==> src/rtl/pp_reducer_if.sv <==
// rtl/pp_reducer_if.sv - partial-product input and product output handshake bundle
interface pp_reducer_if #(
  parameter int WIDTH = 64
);
  logic             valid_i;
  logic             ready_o;
  logic [WIDTH-1:0] pp0,  pp1,  pp2,  pp3,  pp4,  pp5,  pp6,  pp7;
  logic [WIDTH-1:0] pp8,  pp9,  pp10, pp11, pp12, pp13, pp14, pp15;
  logic             valid_o;
  logic             ready_i;
  logic [WIDTH-1:0] product;

  modport slave (
    input  valid_i, ready_i,
    input  pp0, pp1, pp2, pp3, pp4, pp5, pp6, pp7,
    input  pp8, pp9, pp10, pp11, pp12, pp13, pp14, pp15,
    output ready_o, valid_o, product
  );

  modport master (
    output valid_i, ready_i,
    output pp0, pp1, pp2, pp3, pp4, pp5, pp6, pp7,
    output pp8, pp9, pp10, pp11, pp12, pp13, pp14, pp15,
    input  ready_o, valid_o, product
  );
endinterface

==> src/rtl/pp_reducer.sv <==
// rtl/pp_reducer.sv - 3-stage carry-save reduction and final add of sixteen partial products
module pp_reducer #(
  parameter int WIDTH = 64
) (
  input  logic         clk,
  input  logic         rst,
  pp_reducer_if.slave  bus
);
  typedef logic [WIDTH-1:0] word_t;

  function automatic word_t csa_sum(input word_t a, input word_t b, input word_t c);
    return a ^ b ^ c;
  endfunction

  // The left shift drops the carry out of the top bit, keeping everything modulo 2^WIDTH.
  function automatic word_t csa_carry(input word_t a, input word_t b, input word_t c);
    return ((a & b) | (a & c) | (b & c)) << 1;
  endfunction

  logic  v1, v2, v3;
  logic  en1, en2, en3;
  word_t s1_q [4];
  word_t s2_sum_q, s2_carry_q;
  word_t s3_q;

  word_t l0 [16];
  word_t l1 [11];
  word_t l2 [8];
  word_t l3 [6];
  word_t l4 [4];
  word_t m3 [3];
  word_t s2_sum_d, s2_carry_d;

  // Stage 1 tree: 16 -> 11 -> 8 -> 6 -> 4, leftover rows pass straight through.
  always_comb begin
    l0 = '{bus.pp0,  bus.pp1,  bus.pp2,  bus.pp3,  bus.pp4,  bus.pp5,  bus.pp6,  bus.pp7,
           bus.pp8,  bus.pp9,  bus.pp10, bus.pp11, bus.pp12, bus.pp13, bus.pp14, bus.pp15};
    for (int i = 0; i < 5; i++) begin
      l1[2*i]   = csa_sum  (l0[3*i], l0[3*i+1], l0[3*i+2]);
      l1[2*i+1] = csa_carry(l0[3*i], l0[3*i+1], l0[3*i+2]);
    end
    l1[10] = l0[15];
    for (int i = 0; i < 3; i++) begin
      l2[2*i]   = csa_sum  (l1[3*i], l1[3*i+1], l1[3*i+2]);
      l2[2*i+1] = csa_carry(l1[3*i], l1[3*i+1], l1[3*i+2]);
    end
    l2[6] = l1[9];
    l2[7] = l1[10];
    for (int i = 0; i < 2; i++) begin
      l3[2*i]   = csa_sum  (l2[3*i], l2[3*i+1], l2[3*i+2]);
      l3[2*i+1] = csa_carry(l2[3*i], l2[3*i+1], l2[3*i+2]);
    end
    l3[4] = l2[6];
    l3[5] = l2[7];
    for (int i = 0; i < 2; i++) begin
      l4[2*i]   = csa_sum  (l3[3*i], l3[3*i+1], l3[3*i+2]);
      l4[2*i+1] = csa_carry(l3[3*i], l3[3*i+1], l3[3*i+2]);
    end
  end

  always_comb begin
    m3[0]      = csa_sum  (s1_q[0], s1_q[1], s1_q[2]);
    m3[1]      = csa_carry(s1_q[0], s1_q[1], s1_q[2]);
    m3[2]      = s1_q[3];
    s2_sum_d   = csa_sum  (m3[0], m3[1], m3[2]);
    s2_carry_d = csa_carry(m3[0], m3[1], m3[2]);
  end

  // A stage may load when empty or when its contents move on this cycle.
  assign en3 = ~v3 | bus.ready_i;
  assign en2 = ~v2 | en3;
  assign en1 = ~v1 | en2;

  assign bus.ready_o = en1;
  assign bus.valid_o = v3;
  assign bus.product = s3_q;

  always_ff @(posedge clk or posedge rst) begin
    if (rst) begin
      v1         <= 1'b0;
      v2         <= 1'b0;
      v3         <= 1'b0;
      s1_q       <= '{default: '0};
      s2_sum_q   <= '0;
      s2_carry_q <= '0;
      s3_q       <= '0;
    end else begin
      if (en1) begin
        v1 <= bus.valid_i;
        if (bus.valid_i) s1_q <= l4;
      end
      if (en2) begin
        v2 <= v1;
        if (v1) begin
          s2_sum_q   <= s2_sum_d;
          s2_carry_q <= s2_carry_d;
        end
      end
      if (en3) begin
        v3 <= v2;
        if (v2) s3_q <= s2_sum_q + s2_carry_q;
      end
    end
  end
endmodule

==> src/flat_wrapper.sv <==
// flat-port wrapper written by rule: the top's interface ports become plain ports
module pp_reducer_flat 
#(
  parameter int WIDTH = 64
)
  (clk, rst, bus_valid_i, bus_ready_i, bus_pp0, bus_pp1, bus_pp2, bus_pp3, bus_pp4, bus_pp5, bus_pp6, bus_pp7, bus_pp8, bus_pp9, bus_pp10, bus_pp11, bus_pp12, bus_pp13, bus_pp14, bus_pp15, bus_ready_o, bus_valid_o, bus_product);
  pp_reducer_if #(.WIDTH(WIDTH)) bus_i ();
  input  logic clk;
  input  logic rst;
  input wire logic [$bits(bus_i.valid_i)-1:0] bus_valid_i;
  input wire logic [$bits(bus_i.ready_i)-1:0] bus_ready_i;
  input wire logic [$bits(bus_i.pp0)-1:0] bus_pp0;
  input wire logic [$bits(bus_i.pp1)-1:0] bus_pp1;
  input wire logic [$bits(bus_i.pp2)-1:0] bus_pp2;
  input wire logic [$bits(bus_i.pp3)-1:0] bus_pp3;
  input wire logic [$bits(bus_i.pp4)-1:0] bus_pp4;
  input wire logic [$bits(bus_i.pp5)-1:0] bus_pp5;
  input wire logic [$bits(bus_i.pp6)-1:0] bus_pp6;
  input wire logic [$bits(bus_i.pp7)-1:0] bus_pp7;
  input wire logic [$bits(bus_i.pp8)-1:0] bus_pp8;
  input wire logic [$bits(bus_i.pp9)-1:0] bus_pp9;
  input wire logic [$bits(bus_i.pp10)-1:0] bus_pp10;
  input wire logic [$bits(bus_i.pp11)-1:0] bus_pp11;
  input wire logic [$bits(bus_i.pp12)-1:0] bus_pp12;
  input wire logic [$bits(bus_i.pp13)-1:0] bus_pp13;
  input wire logic [$bits(bus_i.pp14)-1:0] bus_pp14;
  input wire logic [$bits(bus_i.pp15)-1:0] bus_pp15;
  output wire logic [$bits(bus_i.ready_o)-1:0] bus_ready_o;
  output wire logic [$bits(bus_i.valid_o)-1:0] bus_valid_o;
  output wire logic [$bits(bus_i.product)-1:0] bus_product;
  assign bus_i.valid_i = bus_valid_i;
  assign bus_i.ready_i = bus_ready_i;
  assign bus_i.pp0 = bus_pp0;
  assign bus_i.pp1 = bus_pp1;
  assign bus_i.pp2 = bus_pp2;
  assign bus_i.pp3 = bus_pp3;
  assign bus_i.pp4 = bus_pp4;
  assign bus_i.pp5 = bus_pp5;
  assign bus_i.pp6 = bus_pp6;
  assign bus_i.pp7 = bus_pp7;
  assign bus_i.pp8 = bus_pp8;
  assign bus_i.pp9 = bus_pp9;
  assign bus_i.pp10 = bus_pp10;
  assign bus_i.pp11 = bus_pp11;
  assign bus_i.pp12 = bus_pp12;
  assign bus_i.pp13 = bus_pp13;
  assign bus_i.pp14 = bus_pp14;
  assign bus_i.pp15 = bus_pp15;
  assign bus_ready_o = bus_i.ready_o;
  assign bus_valid_o = bus_i.valid_o;
  assign bus_product = bus_i.product;
  pp_reducer #(.WIDTH(WIDTH)) u_core (.clk(clk), .rst(rst), .bus(bus_i));
endmodule
==> config.mk <==
export PLATFORM = sky130hd
export DESIGN_NAME = pp_reducer_flat
export DESIGN_NICKNAME = d
export VERILOG_FILES = /design/src/rtl/pp_reducer_if.sv /design/src/rtl/pp_reducer.sv /design/src/flat_wrapper.sv
export SDC_FILE = /design/constraint.sdc
export NUM_CORES = 2
export LEC_CHECK = 0
export BUFFER_PORTS_ARGS = -buffer_cell sky130_fd_sc_hd__buf_4
export CAP_MARGIN = 0
export CORE_AREA = 2 2 430 432
export DETAILED_ROUTE_END_ITERATION = 6
export DIE_AREA = 0 0 432 434
export PLACE_DENSITY = 0.39
export SLEW_MARGIN = 25
export SYNTH_ARGS = -nofsm -noshare
export SYNTH_HDL_FRONTEND = slang
export SYNTH_SLANG_ARGS = --single-unit
==> constraint.sdc <==
create_clock -name clk -period 27.3 [get_ports clk]
set_input_delay 5.46 -clock clk [delete_from_list [all_inputs] [get_ports clk]]
set_output_delay 5.46 -clock clk [all_outputs]
set_load 0.02 [all_outputs]
---- Word-level counts from Yosys, hierarchy flattened ----
Cells that the tools add are included.
cells by class
  add/sub/neg operators ................... 1
  bitwise logic cells ..................... 104
  reduce and logical (&&, ||, !) cells .... 3
operator list
  kind              number
  $and 63x63->63    42
  $xor 64x64->64    28
  $or 63x63->63     28
  $add 64x64->64    1
  $reduce_and 2->1  3
  $not 1->1         3
  $or 1x1->1        3
word-level totals
  bits in registers ....................... 448
  word-level logic and storage cells ...... 118

---- Longest topological paths before layout ----
  word-level depth ........................ 12
  depth in mapped cells ................... 13
  depth with buffers taken out ............ 13

---- Worst setup path after synthesis ----
OpenSTA, ideal clock, no wires.
  path type ............................... input to output
  start ................................... input port bus_ready_i
  end ..................................... output port bus_ready_o
  arrival time ............................ 5.816 ns
  setup slack ............................. 16.024 ns
  cell stages on the path ................. 2
  buffers on the path ..................... 0
  cells stage by stage .................... nor2b_1 -> nand3_1
between the ends
  longest elaborated chain between the ends .. 3
ends and longest elaborated chain
  what             RTL line            text
  start, declared  flat_wrapper.sv:11  input wire logic [$bits(bus_i.ready_i)-1:0] bus_ready_i;
  $or 1x1->1       pp_reducer.sv:70    assign en3 = ~v3 | bus.ready_i;
  $or 1x1->1       pp_reducer.sv:71    assign en2 = ~v2 | en3;
  $or 1x1->1       pp_reducer.sv:72    assign en1 = ~v1 | en2;
  end, declared    flat_wrapper.sv:28  output wire logic [$bits(bus_i.ready_o)-1:0] bus_ready_o;
No other way between the ends.

---- Final worst setup path ----
Same ends and word-level chain as after synthesis.

==> load_flow_metrics.sql <==
INSERT INTO impl_metrics (metric_group, metric, value, unit) VALUES
('run_status', 'outcome', 'complete, no violations', ''),
('detailed_routing', 'route.detailed.wl_per_inst', '20.1', 'um'),
('global_routing', 'grt_pass1_vias', '31532', ''),
('logic_synthesis', 'postSynth.asyncResetShare', '1.00', ''),
('detailed_routing', 'remaining_drc_errors', '0', ''),
('sta', 'hold_viol_final', '0', ''),
('logic_synthesis', 'synthesized_cell_area', '40500', 'um^2'),
('place', 'detailedPlace.worstSlack', '15.69', 'ns'),
('sta', 'setup_repair_after_global_routing_missed_its_margin', 'no', ''),
('power_and_ir_drop', 'tot_pwr', '5.26', 'mW'),
('layout', 'nets_finish', '6293', ''),
('place', 'detailed_place_hpwl', '121000', 'um'),
('setup_path', 'worst-endpoint-required', '21.84', 'ns'),
('global_routing', 'gr-usage-all-layers', '0.146', ''),
('global_routing', 'grt_first_pass_wirelength', '201000', 'um'),
('global_routing', 'antenna_found_initial', '11', ''),
('place', 'area_after_dpl', '51600', 'um^2'),
('run', 'cap_viol_max_count', '0', ''),
('clocking', 'max_root_sink_buffers', '3', ''),
('global_routing', 'remaining_overflow_grt', '0', ''),
('sta', 'fin_tns_setup', '0', 'ns'),
('die', 'initial_utilization', '0.222', ''),
('clocking', 'clock_latency', '0.65', 'ns'),
('clocking', 'postCtsSetupRepairBufs', '0', ''),
('die', 'floorplan.rows', '157', ''),
('logic_synthesis', 'synth.area.top_cells', 'sky130_fd_sc_hd__fa_1, sky130_fd_sc_hd__dfrtp_1, sky130_fd_sc_hd__mux2_2', ''),
('detailed_routing', 'dr_total_vias', '26367', ''),
('sta', 'slew_violations', '0', ''),
('sta', 'clock_period_minus_worst_slack', '11.62', 'ns'),
('die', 'core_area', '182000', 'um^2'),
('min_path', 'worst_hold_path_type', 'flop to flop', ''),
('setup_path', 'timing.critical_path.arrival', '6.16', 'ns'),
('detailed_routing', 'post_drt_via_cell_ratio', '3.90', ''),
('setup_path', 'crit_fanout', '3', ''),
('detailed_routing', 'antenna_left', '0', ''),
('place', 'place_inst', '6652', ''),
('die', 'fp.dieW', '432', 'um'),
('logic_synthesis', 'synth_cells', '3240', ''),
('layout', 'layout.cell_area.non_filler', '53500', 'um^2'),
('clocking', 'path_clk_slew', '0.06', 'ns'),
('power_and_ir_drop', 'total_leakage_power', '25.4', 'nW'),
('layout', 'instances_no_fill', '6754', ''),
('layout', 'multiInputGateArea', '26200', 'um^2'),
('logic_synthesis', 'synth_edf_count', '0', ''),
('sta', 'setup_viol', '0', ''),
('detailed_routing', 'firstDrtPassIters', '4', ''),
('logic_synthesis', 'synth.top_cell.area_share', '0.430', ''),
('setup_path', 'endpoint_kind', 'primary output', ''),
('logic_synthesis', 'syn-mean-instance-area', '12.5', 'um^2'),
('setup_path', 'path_class', 'input pin to primary output', ''),
('logic_synthesis', 'ys_ff_latch', '446', ''),
('sta', 'max_freq', '0.0861', 'GHz'),
('place', 'gp_routability_congestion', '0.865', ''),
('logic_synthesis', 'synth_cell_type_count', '61', ''),
('clocking', 'cts_buffers', '56', ''),
('logic_synthesis', 'synth_seq_area_share', '0.275', ''),
('sta', 'final.setup_skew', '0.0359', 'ns'),
('die', 'dieArea', '187000', 'um^2'),
('clocking', 'clk_root_buffer_cell', 'sky130_fd_sc_hd__clkbuf_16', ''),
('die', 'design.portCount', '1094', ''),
('clocking', 'cts.sink_count', '446', ''),
('die', 'chipHeight', '434', 'um'),
('clocking', 'ctsResizeCount', '0', ''),
('logic_synthesis', 'synth-warning-count', '0', ''),
('global_routing', 'grt_start_max_net_pins', '145', ''),
('layout', 'layout.area.seq', '11200', 'um^2'),
('layout', 'synthToLayoutAreaGrowth', '31.8', '%'),
('clocking', 'cts.htree.levels', '2', ''),
('logic_synthesis', 'cell_accounting_for_the_most_synthesized_area', 'sky130_fd_sc_hd__fa_1', ''),
('logic_synthesis', 'net_count_after_synthesis', '5208', ''),
('sta', 'max_slew.worst_pin.slew', '0.941', 'ns');
==> final timing paths <==
check,slack (ns),to,start,depth (start not counted)
worst min register to register,0.46,u_core.bus.product[1],u_core.s2_sum_q[1],2
worst min-delay path,0.46,u_core.bus.product[1],u_core.s2_sum_q[1],2
worst max register to register,23.47,u_core.bus.product[59],u_core.s2_carry_q[24],11
min in group asynchronous,5.02,u_core.s1_q[255],rst,2
worst max-delay path,15.68,bus_ready_o,bus_ready_i,4
max in group asynchronous,20.23,u_core.s1_q[229],rst,4
==> area by class of cell <==
cell class | count | area share
multi-input combinational | 1934 | 0.490
sequential | 446 | 0.209
timing repair buffer | 1105 | 0.155
tap | 2385 | 0.0558
inverter | 782 | 0.0550
clock buffer | 82 | 0.0309
clock inverter | 17 | 0.00426
antenna | 3 | 0.000140
==> power by group <==
part	switching (mW)	internal [mW]
combinational	1.74	1.53
sequential	0.225	1.01
clock	0.308	0.454
total	2.27	2.99
==> registers in the layout (all words and copies together) (netlist names) <==
signal	count
u_core.bus.product	64
u_core.bus.valid_o	1
u_core.m3	62
u_core.s1_q	191
u_core.s2_carry_q	62
u_core.s2_sum_q	64
u_core.v1	1
u_core.v2	1
==> logic make-up (layout without fill, tap and decap cells) <==
kind of cell	count (synthesis)	in the layout	synth area share
adder cells (fa/ha/maj)	940	940	0.451
buffers and inverters	860	1986	0.0798
flip-flops	446	446	0.275
multiplexers	377	377	0.105
AO/OA/AOI/OAI	277	277	0.0425
AND/OR/NAND/NOR	256	256	0.0284
XOR/XNOR	84	84	0.0181
other	0	3	0
==> cells in the final DEF, fill, tap and decap left out, types with 16 or more instances in the layout <==
cell type / Yosys / routed
sky130_fd_sc_hd__inv_1: 782 / 781
sky130_fd_sc_hd__nand2_1: 136 / 133
sky130_fd_sc_hd__o21ai_0: 88 / 88
sky130_fd_sc_hd__xor2_1: 32 / 32
sky130_fd_sc_hd__a21oi_1: 78 / 78
sky130_fd_sc_hd__nor2_1: 40 / 40
sky130_fd_sc_hd__clkbuf_16: 0 / 57
sky130_fd_sc_hd__ha_1: 69 / 69
sky130_fd_sc_hd__dfrtp_1: 446 / 446
sky130_fd_sc_hd__a21o_1: 27 / 27
sky130_fd_sc_hd__nand4_1: 21 / 21
sky130_fd_sc_hd__buf_4: 0 / 1103
sky130_fd_sc_hd__mux2_2: 374 / 374
sky130_fd_sc_hd__o21bai_1: 16 / 16
sky130_fd_sc_hd__xnor2_1: 52 / 52
sky130_fd_sc_hd__fa_1: 871 / 871
==> critical path, stage by stage <==
cell	delay, ns
sky130_fd_sc_hd__buf_4	0.11
sky130_fd_sc_hd__nor2b_1	0.16
sky130_fd_sc_hd__nand3_1	0.20
sky130_fd_sc_hd__buf_4	0.22
==> per-layer routing <==
metal | GRT usage | up-vias | routed length (um)
li1 | - | 12019 | -
met4 | 0.0368 | 0 | 3330
met1 | 0.163 | 13625 | 49600
met3 | 0.0313 | 135 | 7170
met2 | 0.278 | 588 | 75700
met5 | 0 | - | 0
No activity file was read; power rests on OpenSTA's default activity.
